$ cat config.mk
export PLATFORM = sky130hd
export DESIGN_NAME = life_board_stepper
export DESIGN_NICKNAME = d
export VERILOG_FILES = /design/src/rtl/life_pkg.sv /design/src/rtl/life_cell_rule.sv /design/src/rtl/life_board_stepper.sv
export SDC_FILE = /design/constraint.sdc
export NUM_CORES = 1
export LEC_CHECK = 0
export BUFFER_PORTS_ARGS = -buffer_cell sky130_fd_sc_hd__buf_2
export CORE_MARGIN = 5
export CORE_UTILIZATION = 50
export CTS_CLUSTER_SIZE = 14
export DETAILED_ROUTE_END_ITERATION = 6
export PLACE_DENSITY = 0.67
export SLEW_MARGIN = 10
export SYNTH_ARGS = -nofsm -noshare
export SYNTH_HDL_FRONTEND = slang
export SYNTH_HIERARCHICAL = 1
export SYNTH_SLANG_ARGS = --single-unit
$ cat constraint.sdc
create_clock -name clk -period 7 [get_ports clk]
set_input_delay 0.35 -clock clk [delete_from_list [all_inputs] [get_ports clk]]
set_output_delay 0.35 -clock clk [all_outputs]
set_load 0.005 [all_outputs]
$ cat src/rtl/life_pkg.sv
// Shared definitions for the Game-of-Life board stepper.
//   DEF_ROWS / DEF_COLS : default board size
//   NBR_W               : width of a neighbour count (0..8)
//   life_state_t        : stepper FSM states
package life_pkg;
    localparam int DEF_ROWS = 8;
    localparam int DEF_COLS = 8;
    localparam int NBR_W    = 4;

    typedef enum logic [1:0] {
        IDLE,
        COMPUTE,
        COMMIT
    } life_state_t;
endpackage

$ cat src/rtl/life_cell_rule.sv
// Combinational Game-of-Life rule for one cell.
//   nbrs      : the 8 neighbour cells (order irrelevant), 1 = live
//   self_live : current state of the cell
//   live_next : state in the next generation (birth on 3, survive on 2 or 3)
module life_cell_rule
    import life_pkg::*;
(
    input  logic [7:0] nbrs,
    input  logic       self_live,
    output logic       live_next
);
    logic [NBR_W-1:0] n;

    always_comb begin
        n = '0;
        for (int i = 0; i < 8; i++) begin
            n = n + NBR_W'(nbrs[i]);
        end
        live_next = (n == NBR_W'(3)) || (self_live && (n == NBR_W'(2)));
    end
endmodule

$ cat src/rtl/life_board_stepper.sv
// Holds a ROWS x COLS Game-of-Life board and advances it one generation per
// accepted step request, evaluating one row per cycle into a shadow board and
// committing all rows at once.
//   clk, reset_n          : clock, async active-low reset
//   load_en/load_row/data : write one board row (idle only)
//   clear                 : zero the board (idle only)
//   step_req              : start one generation (idle only)
//   busy                  : step in progress (COMPUTE or COMMIT)
//   gen_done              : one-cycle pulse in the commit cycle
//   stable                : last commit left the board unchanged
//   generation            : committed generation count (wraps at 16 bits)
//   board_out             : bit r*COLS+c = cell (r,c)
module life_board_stepper
    import life_pkg::*;
#(
    parameter int ROWS = DEF_ROWS,
    parameter int COLS = DEF_COLS,
    parameter bit WRAP = 1'b0
) (
    input  logic                    clk,
    input  logic                    reset_n,
    input  logic                    load_en,
    input  logic [$clog2(ROWS)-1:0] load_row,
    input  logic [COLS-1:0]         load_data,
    input  logic                    clear,
    input  logic                    step_req,
    output logic                    busy,
    output logic                    gen_done,
    output logic                    stable,
    output logic [15:0]             generation,
    output logic [ROWS*COLS-1:0]    board_out
);
    localparam int ROW_W = $clog2(ROWS);
    localparam int BITS  = ROWS * COLS;

    life_state_t      state_q, state_d;
    logic [ROW_W-1:0] row_q;
    logic [BITS-1:0]  board_q, shadow_q;
    logic [15:0]      gen_q;
    logic             stable_q;

    logic [COLS-1:0]  row_up, row_mid, row_dn, row_next;
    logic [COLS+1:0]  up_x, mid_x, dn_x;
    logic             clear_go, load_go, step_go, last_row;

    // Row r of a board; rows outside the board read as dead.
    function automatic logic [COLS-1:0] board_row(input logic [BITS-1:0] b, input int r);
        board_row = '0;
        if (r >= 0 && r < ROWS) begin
            board_row = b[r*COLS +: COLS];
        end
    endfunction

    // Rows k-1, k, k+1 of the committed board around the row counter.
    always_comb begin
        int r, ru, rd;
        r  = int'(row_q);
        ru = r - 1;
        rd = r + 1;
        if (WRAP) begin
            if (ru < 0)     ru = ROWS - 1;
            if (rd >= ROWS) rd = 0;
        end
        row_up  = board_row(board_q, ru);
        row_mid = board_row(board_q, r);
        row_dn  = board_row(board_q, rd);
    end

    // Rows extended by one column each side so that cell c sees columns
    // c-1..c+1 at x[c], x[c+1], x[c+2]; the pad bits are the wrapped
    // columns or dead cells.
    assign up_x  = {WRAP ? row_up[0]  : 1'b0, row_up,  WRAP ? row_up[COLS-1]  : 1'b0};
    assign mid_x = {WRAP ? row_mid[0] : 1'b0, row_mid, WRAP ? row_mid[COLS-1] : 1'b0};
    assign dn_x  = {WRAP ? row_dn[0]  : 1'b0, row_dn,  WRAP ? row_dn[COLS-1]  : 1'b0};

    for (genvar c = 0; c < COLS; c++) begin : g_cell
        life_cell_rule u_rule (
            .nbrs      ({up_x[c], up_x[c+1], up_x[c+2],
                         mid_x[c],           mid_x[c+2],
                         dn_x[c], dn_x[c+1], dn_x[c+2]}),
            .self_live (mid_x[c+1]),
            .live_next (row_next[c])
        );
    end

    // One command per idle cycle, priority clear > load > step.
    assign clear_go = (state_q == IDLE) && clear;
    assign load_go  = (state_q == IDLE) && !clear && load_en;
    assign step_go  = (state_q == IDLE) && !clear && !load_en && step_req;
    assign last_row = (row_q == ROW_W'(ROWS - 1));

    always_comb begin
        state_d = state_q;
        case (state_q)
            IDLE:    if (step_go)  state_d = COMPUTE;
            COMPUTE: if (last_row) state_d = COMMIT;
            COMMIT:  state_d = IDLE;
            default: state_d = IDLE;
        endcase
    end

    always_ff @(posedge clk or negedge reset_n) begin
        if (!reset_n) begin
            state_q  <= IDLE;
            row_q    <= '0;
            board_q  <= '0;
            shadow_q <= '0;
            gen_q    <= '0;
            stable_q <= 1'b0;
        end else begin
            state_q <= state_d;

            if (step_go) begin
                row_q <= '0;
            end else if (state_q == COMPUTE) begin
                row_q <= row_q + 1'b1;
            end

            if (state_q == COMPUTE) begin
                shadow_q[int'(row_q)*COLS +: COLS] <= row_next;
            end

            if (clear_go) begin
                board_q <= '0;
            end else if (load_go) begin
                // Out-of-range row indices are a no-op but still consume the cycle.
                if (int'(load_row) < ROWS) begin
                    board_q[int'(load_row)*COLS +: COLS] <= load_data;
                end
            end else if (state_q == COMMIT) begin
                board_q  <= shadow_q;
                stable_q <= (shadow_q == board_q);
                gen_q    <= gen_q + 16'd1;
            end
        end
    end

    assign busy       = (state_q != IDLE);
    assign gen_done   = (state_q == COMMIT);
    assign stable     = stable_q;
    assign generation = gen_q;
    assign board_out  = board_q;
endmodule

==> flow_summary.ini, run 1 <==
[timing]
setup_viol = 0
post-route-period-util_pct = 85.11
finalSetupTns_ns = 0
worstMarginPinSlew_ns = 1.081
skew_ns = 0.007711
max_freq_ghz = 0.1678
fin_crit_ns = 5.958
final_hold_viol_count = 0
rsz0062_at_grt = no
maxSlewViolCount = 0
slew_headroom_pct = 27.81

[critical_path]
crit_chain = inv_1 -> ha_1 -> xnor2_2 -> buf_4 -> a221oi_1 -> a211oi_1 -> a21o_1 -> inv_1 -> fa_1 -> fa_1 -> inv_1 -> ha_1 -> fa_1 -> o211a_1 -> a211oi_2 -> nand2_1 -> o21ai_0
r2r_start = row_q[0]
r2r_end = shadow_q[59]
path_delay_family = adder cells
critPathSlowestCell = dfrtp_2
crit_fanout = 36
startpoint_type = register
end_kind = register
reg2reg_depth = 17
rrSetupSlack_ns = 1.04
setup.worst_path.class = register to register
worstPathRequired_ns = 7.32
worstPathArrival_ns = 6.28
critical_path_buf_inv_count = 4
max_stage_delay_ns = 0.89

[floorplanning]
die_width_um = 154.0
fp.dieArea_um2 = 23720
ioPinCount = 99
initial_core_util_pct = 51.09
core_area_um2 = 20300
die-height_um = 154.0
rows = 52

[global_routing]
grt_pass1_wl_mm = 54.31
met3_usage_pct = 5.846
antenna_found_initial = 0
grt_pass1_vias = 9228
top_usage_layer = met2
grt_max_degree = 80
grt.total_usage_pct = 29.75
grt-ovfl-total = 0
met2_usage_pct = 46.51
use_met1_pct = 40.14

[final_layout]
diodes = 0
nets = 1277
final_core_util_pct = 58.03
synthToLayoutAreaGrowth_pct = 13.57
drive_gt1_share_pct = 16.63

[job]
cap_violations = 0

[clock_network]
cts_sinks = 150
cts_buffer_depth = 2
cts_resized = 0
path_clk_slew_ns = 0.06
post_cts_buffers = 0
worst_skew_pair.late_latency_ns = 0.44
root_buffer = clkbuf_16
cts_tree = yes
numCtsBuffers = 17
h-tree-depth = 4
postCtsHoldBufs = 1

[power_and_ir_drop]
ir_drop_mv = 0.2833
powerDensity_nw_per_um2 = 575.4
leakagePower_uw = 0.005437

[routing]
viasPerCell = 6.249
dr.pass1.iters = 6
vias = 9243
drtAntennaViolNets = 0
routed_wl_mm = 34.72
drc = 0
avgRoutedWirePerCell_um = 23.48
drt_iter0_markers = 961

[synthesis]
synth.top_cell.area_share_pct = 36.19
synth-main-ff-cell = dfrtp_1
ys_top_cells_by_area = dfrtp_1 36%, fa_1 6.2%, nand2_1 6.0%, mux4_2 5.2%, o21ai_0 5.2%
synth_edf_count = 0
synthCells = 1121
seq_area_frac_synth_pct = 36.19
async_flop_share_pct = 100.0
yosys_warnings = 6
syn_area_per_cell_um2 = 9.252
yosys.area.top_type = dfrtp_1
synth_area_um2 = 10370
yosysUniqueCellTypes = 59
ys_ff_latch = 150

[place]
dp_hpwl_mm = 25.64
gp_congestion = 1.021
port-buffer-count = 98

[min_path]
min_delay_path_depth = 3
min_to = row_q[0]
hold_path_class = input pin to register
hp-start = load_en

[status]
outcome = completed
==> report_power, final <==
part           internal (uW)  switching [uW]  leakage [uW]
registers               1110             554       0.00205
clock network            685             368      0.000325
logic                   1550            2510       0.00307
total                   3340            3440       0.00544
==> flip-flops by register name (all words and copies together) (netlist names) <==
signal,flops
stable,1
state_q,2
board_out,64
row_q,3
generation,16
shadow_q,64
==> worst min-delay path: stages <==
cell	delay, ns
buf_2	0.10
nor4b_1	0.11
nor2_1	0.12
==> per-stage QoR <==
| step | worst slack (ns) | power (uW) | hold slack (ns) | instance area, um^2 | std cells |
|---|---|---|---|---|---|
| 2_1_floorplan | 2.272 | 4269 | 0.05441 | 10390 | 1126 |
| 3_3_place_gp | 1.408 | 5546 | 0.4393 | 11090 | 1446 |
| 3_5_place_dp | 1.172 | 5647 | 0.4391 | 11090 | 1446 |
| 4_1_cts | 1.097 | 6718 | 0.2647 | 11780 | 1479 |
| 5_1_grt | 0.6402 | 7428 | 0.3141 | 11780 | 1479 |
| 6_report | 1.042 | 6778 | 0.2789 | 11780 | 1479 |
==> how the worst max path moves through the flow <==
stage	from	to	slack [ns]	cells past startpoint
6_report	row_q[0]	shadow_q[59]	1.04	17
5_1_grt	row_q[0]	shadow_q[58]	0.64	17
4_1_cts	row_q[0]	shadow_q[59]	1.10	17
3_5_place_dp	row_q[0]	shadow_q[59]	1.17	17
3_3_place_gp	row_q[0]	shadow_q[57]	1.41	17
2_1_floorplan	row_q[1]	shadow_q[29]	2.27	17
==> per-layer routing <==
layer	share of wire [%]	routed length [um]
met5	0	0
met4	5.1	1759
met2	46	15870
met3	10	3550
met1	39	13540
==> cells by family (layout without fill, tap and decap cells) <==
| family | count (synthesis) | in the layout | synth area share [%] |
|---|---|---|---|
| AND/OR/NAND/NOR | 313 | 313 | 15.22 |
| multiplexers | 49 | 49 | 7.733 |
| flip-flops | 150 | 150 | 36.19 |
| buffers and inverters | 185 | 268 | 6.877 |
| adder cells (fa/ha/maj) | 65 | 65 | 10.16 |
| XOR/XNOR | 62 | 62 | 5.236 |
| other | 1 | 6 | 0.03616 |
| AO/OA/AOI/OAI | 296 | 296 | 18.54 |
==> placed cells by master (no fill, tap or decap), types with 15 or more instances in the layout <==
master / Yosys / final
xnor2_1: 45 / 44
nand3_1: 15 / 15
nor2_1: 30 / 27
dfrtp_1: 150 / 149
a221oi_1: 18 / 18
xor2_1: 17 / 17
a22oi_1: 62 / 62
nand2b_1: 16 / 16
fa_1: 32 / 32
clkbuf_16: 0 / 17
o21ai_1: 18 / 18
ha_1: 33 / 33
nand2_1: 166 / 166
inv_1: 127 / 127
mux4_2: 24 / 24
a21oi_1: 34 / 34
buf_2: 9 / 97
o21ai_0: 107 / 107
mux2i_1: 16 / 16
==> layout make-up <==
class | instances | area (um^2)
clock inverters | 13 | 226.5
well taps | 270 | 337.8
inverters | 127 | 476.7
multi-input cells | 791 | 5948
flip-flops and latches | 150 | 3755
clock buffers | 19 | 452.9
fillers | 1874 | 8521
repair buffers | 109 | 581.8
==> cells in the mapped netlist, drive strengths merged, types with 12 or more instances <==
cell type,instances
a21oi,34
xnor2,45
nand2b,16
xor2,17
fa,32
inv,127
nand2,166
ha,33
dfrtp,150
o21ai,125
and4,14
mux2i,16
nor2,35
buf,15
nand3,15
a221oi,18
mux4,24
a211oi,16
a22oi,62
nand4,12
clkbuf,43
(Power assumes the default switching activity.)
==> run 2, diff against run 1 <==
--- a/config.mk
+++ b/config.mk
@@ -6,11 +6,13 @@
 export NUM_CORES = 1
 export LEC_CHECK = 0
 export BUFFER_PORTS_ARGS = -buffer_cell sky130_fd_sc_hd__buf_2
-export CORE_MARGIN = 5
+export CELL_PAD_IN_SITES_DETAIL_PLACEMENT = 1
+export CELL_PAD_IN_SITES_GLOBAL_PLACEMENT = 1
+export CORE_MARGIN = 10
 export CORE_UTILIZATION = 50
 export CTS_CLUSTER_SIZE = 14
 export DETAILED_ROUTE_END_ITERATION = 6
-export PLACE_DENSITY = 0.67
+export PLACE_DENSITY = 0.84
 export SLEW_MARGIN = 10
 export SYNTH_ARGS = -nofsm -noshare
 export SYNTH_HDL_FRONTEND = slang
==> run 2 against run 1 <==
Compared with the run above: the run now ends with negative hold slack left; non-clock buffer count up 4; fmax up 3.1%; largest power group unchanged; via count up 4.7%; first-iteration DRC count down 5.3%; sequential power about the same.
==> flow_summary.ini, run 2 (same netlist as run 1, synthesis figures left out) <==
[critical_path]
worstPathArrival_ns = 6.11
end_kind = register
worstPathRequired_ns = 7.33
crit_fanout = 45
startpoint_type = register
setup.worst_path.class = register to register

[clock_network]
postCtsHoldBufs = 0
numCtsBuffers = 17
cts_tree = yes
worst_skew_pair.late_latency_ns = 0.43
cts_resized = 0
cts_sinks = 150
path_clk_slew_ns = 0.06
cts_buffer_depth = 2
post_cts_buffers = 0
h-tree-depth = 4
root_buffer = clkbuf_16

[timing]
rsz0062_at_grt = no
skew_ns = 0.008056
setup_viol = 0
max_freq_ghz = 0.1731
fin_crit_ns = 5.777
worstMarginPinSlew_ns = 1.271
post-route-period-util_pct = 82.52
slew_headroom_pct = 14.89
finalSetupTns_ns = 0
holdWs_ns = -0.01356
maxSlewViolCount = 0
worst_slack_ns = 1.223
final_hold_viol_count = 4

[routing]
vias = 9682
drt_iter0_markers = 910
routed_wl_mm = 39.72
avgRoutedWirePerCell_um = 26.79
viasPerCell = 6.529
dr.pass1.iters = 6
drc = 0
drtAntennaViolNets = 0

[status]
violations = negative hold slack
outcome = finished, violations left

[place]
dp_hpwl_mm = 29.30
gp_congestion = 0.9710
port-buffer-count = 98
dp_slack_ns = 1.318
dpl_cell_area_um2 = 11130

[global_routing]
grt.total_usage_pct = 29.61
antenna_found_initial = 0
grt_pass1_vias = 10140
grt_pass1_wl_mm = 60.73
grt_max_degree = 91
grt-ovfl-total = 0

[final_layout]
diodes = 0
layout_common_cells = 166 x nand2_1, 149 x dfrtp_1, 127 x inv_1
layout_commonest_cell = nand2_1
fin_area_um2 = 11770
synthToLayoutAreaGrowth_pct = 13.48
drive_gt1_share_pct = 16.90
nets = 1281

[power_and_ir_drop]
ir_drop_mv = 0.2495
powerDensity_nw_per_um2 = 593.6
leakagePower_uw = 0.005444

[floorplanning]
die_width_um = 164.0
die-height_um = 164.0
ioPinCount = 99
rows = 52
core_area_um2 = 20300
initial_core_util_pct = 51.09
fp.dieArea_um2 = 26900

[job]
cap_violations = 0

[min_path]
hold_path_class = input pin to asynchronous set/reset pin
[run 2: per-stage QoR]
stage / power (uW) / std cells / utilization [%]
after floorplan: 4269 / 1126 / -
after global placement: 5579 / 1451 / 54.81
after detailed placement: 5866 / 1451 / 54.81
after CTS: 6908 / 1483 / 57.98
after global routing: 7524 / 1483 / 57.98
final: 6986 / 1483 / 57.98
[run 2: final timing paths]
path	to	cells past startpoint	slack, ns	start
worst max-delay path	shadow_q[27]	15	1.22	row_q[0]
worst min-delay path	board_out[30]	1	-0.01	reset_n
worst max register to register	shadow_q[27]	15	1.22	row_q[0]
worst min register to register	generation[15]	1	0.49	generation[15]
max in group asynchronous	row_q[0]	2	5.59	reset_n
min in group clk	board_out[47]	3	0.38	load_data[7]
[run 2: per-layer routing]
layer  track usage, %  part of all wire [%]
met1            37.28                    39
met2            46.63                    47
met3            7.009                   8.2
met4            15.39                   5.6
met5                0                     0
[run 2: critical path, cell delays in order (launching register included)]
cell and delay (ns):
dfrtp_2 0.76, buf_4 0.57, mux4_2 0.58, nand2_1 0.08
o21ai_0 0.18, inv_1 0.14, fa_1 0.46, fa_1 0.46
fa_1 0.49, inv_1 0.05, ha_1 0.21, fa_1 0.40
or2_1 0.26, a211oi_2 0.51, nand2_1 0.26, o21ai_0 0.23
[run 2: final cells by class]
type / instances / area, um^2
Multi-Input combinational cell: 791 / 5948
Timing Repair Buffer: 113 / 609.3
Inverter: 127 / 476.7
Clock buffer: 21 / 470.5
Tap cell: 270 / 337.8
Clock inverter: 11 / 171.4
Fill cell: 2339 / 8531
Sequential cell: 150 / 3755
[run 2: where the power goes]
part / switching (uW) / leakage, uW / total, uW / internal [uW]
combinational: 2720 / 0.00309 / 4320 / 1600
sequential: 558 / 0.00205 / 1660 / 1110
clock: 377 / 0.000310 / 1000 / 626
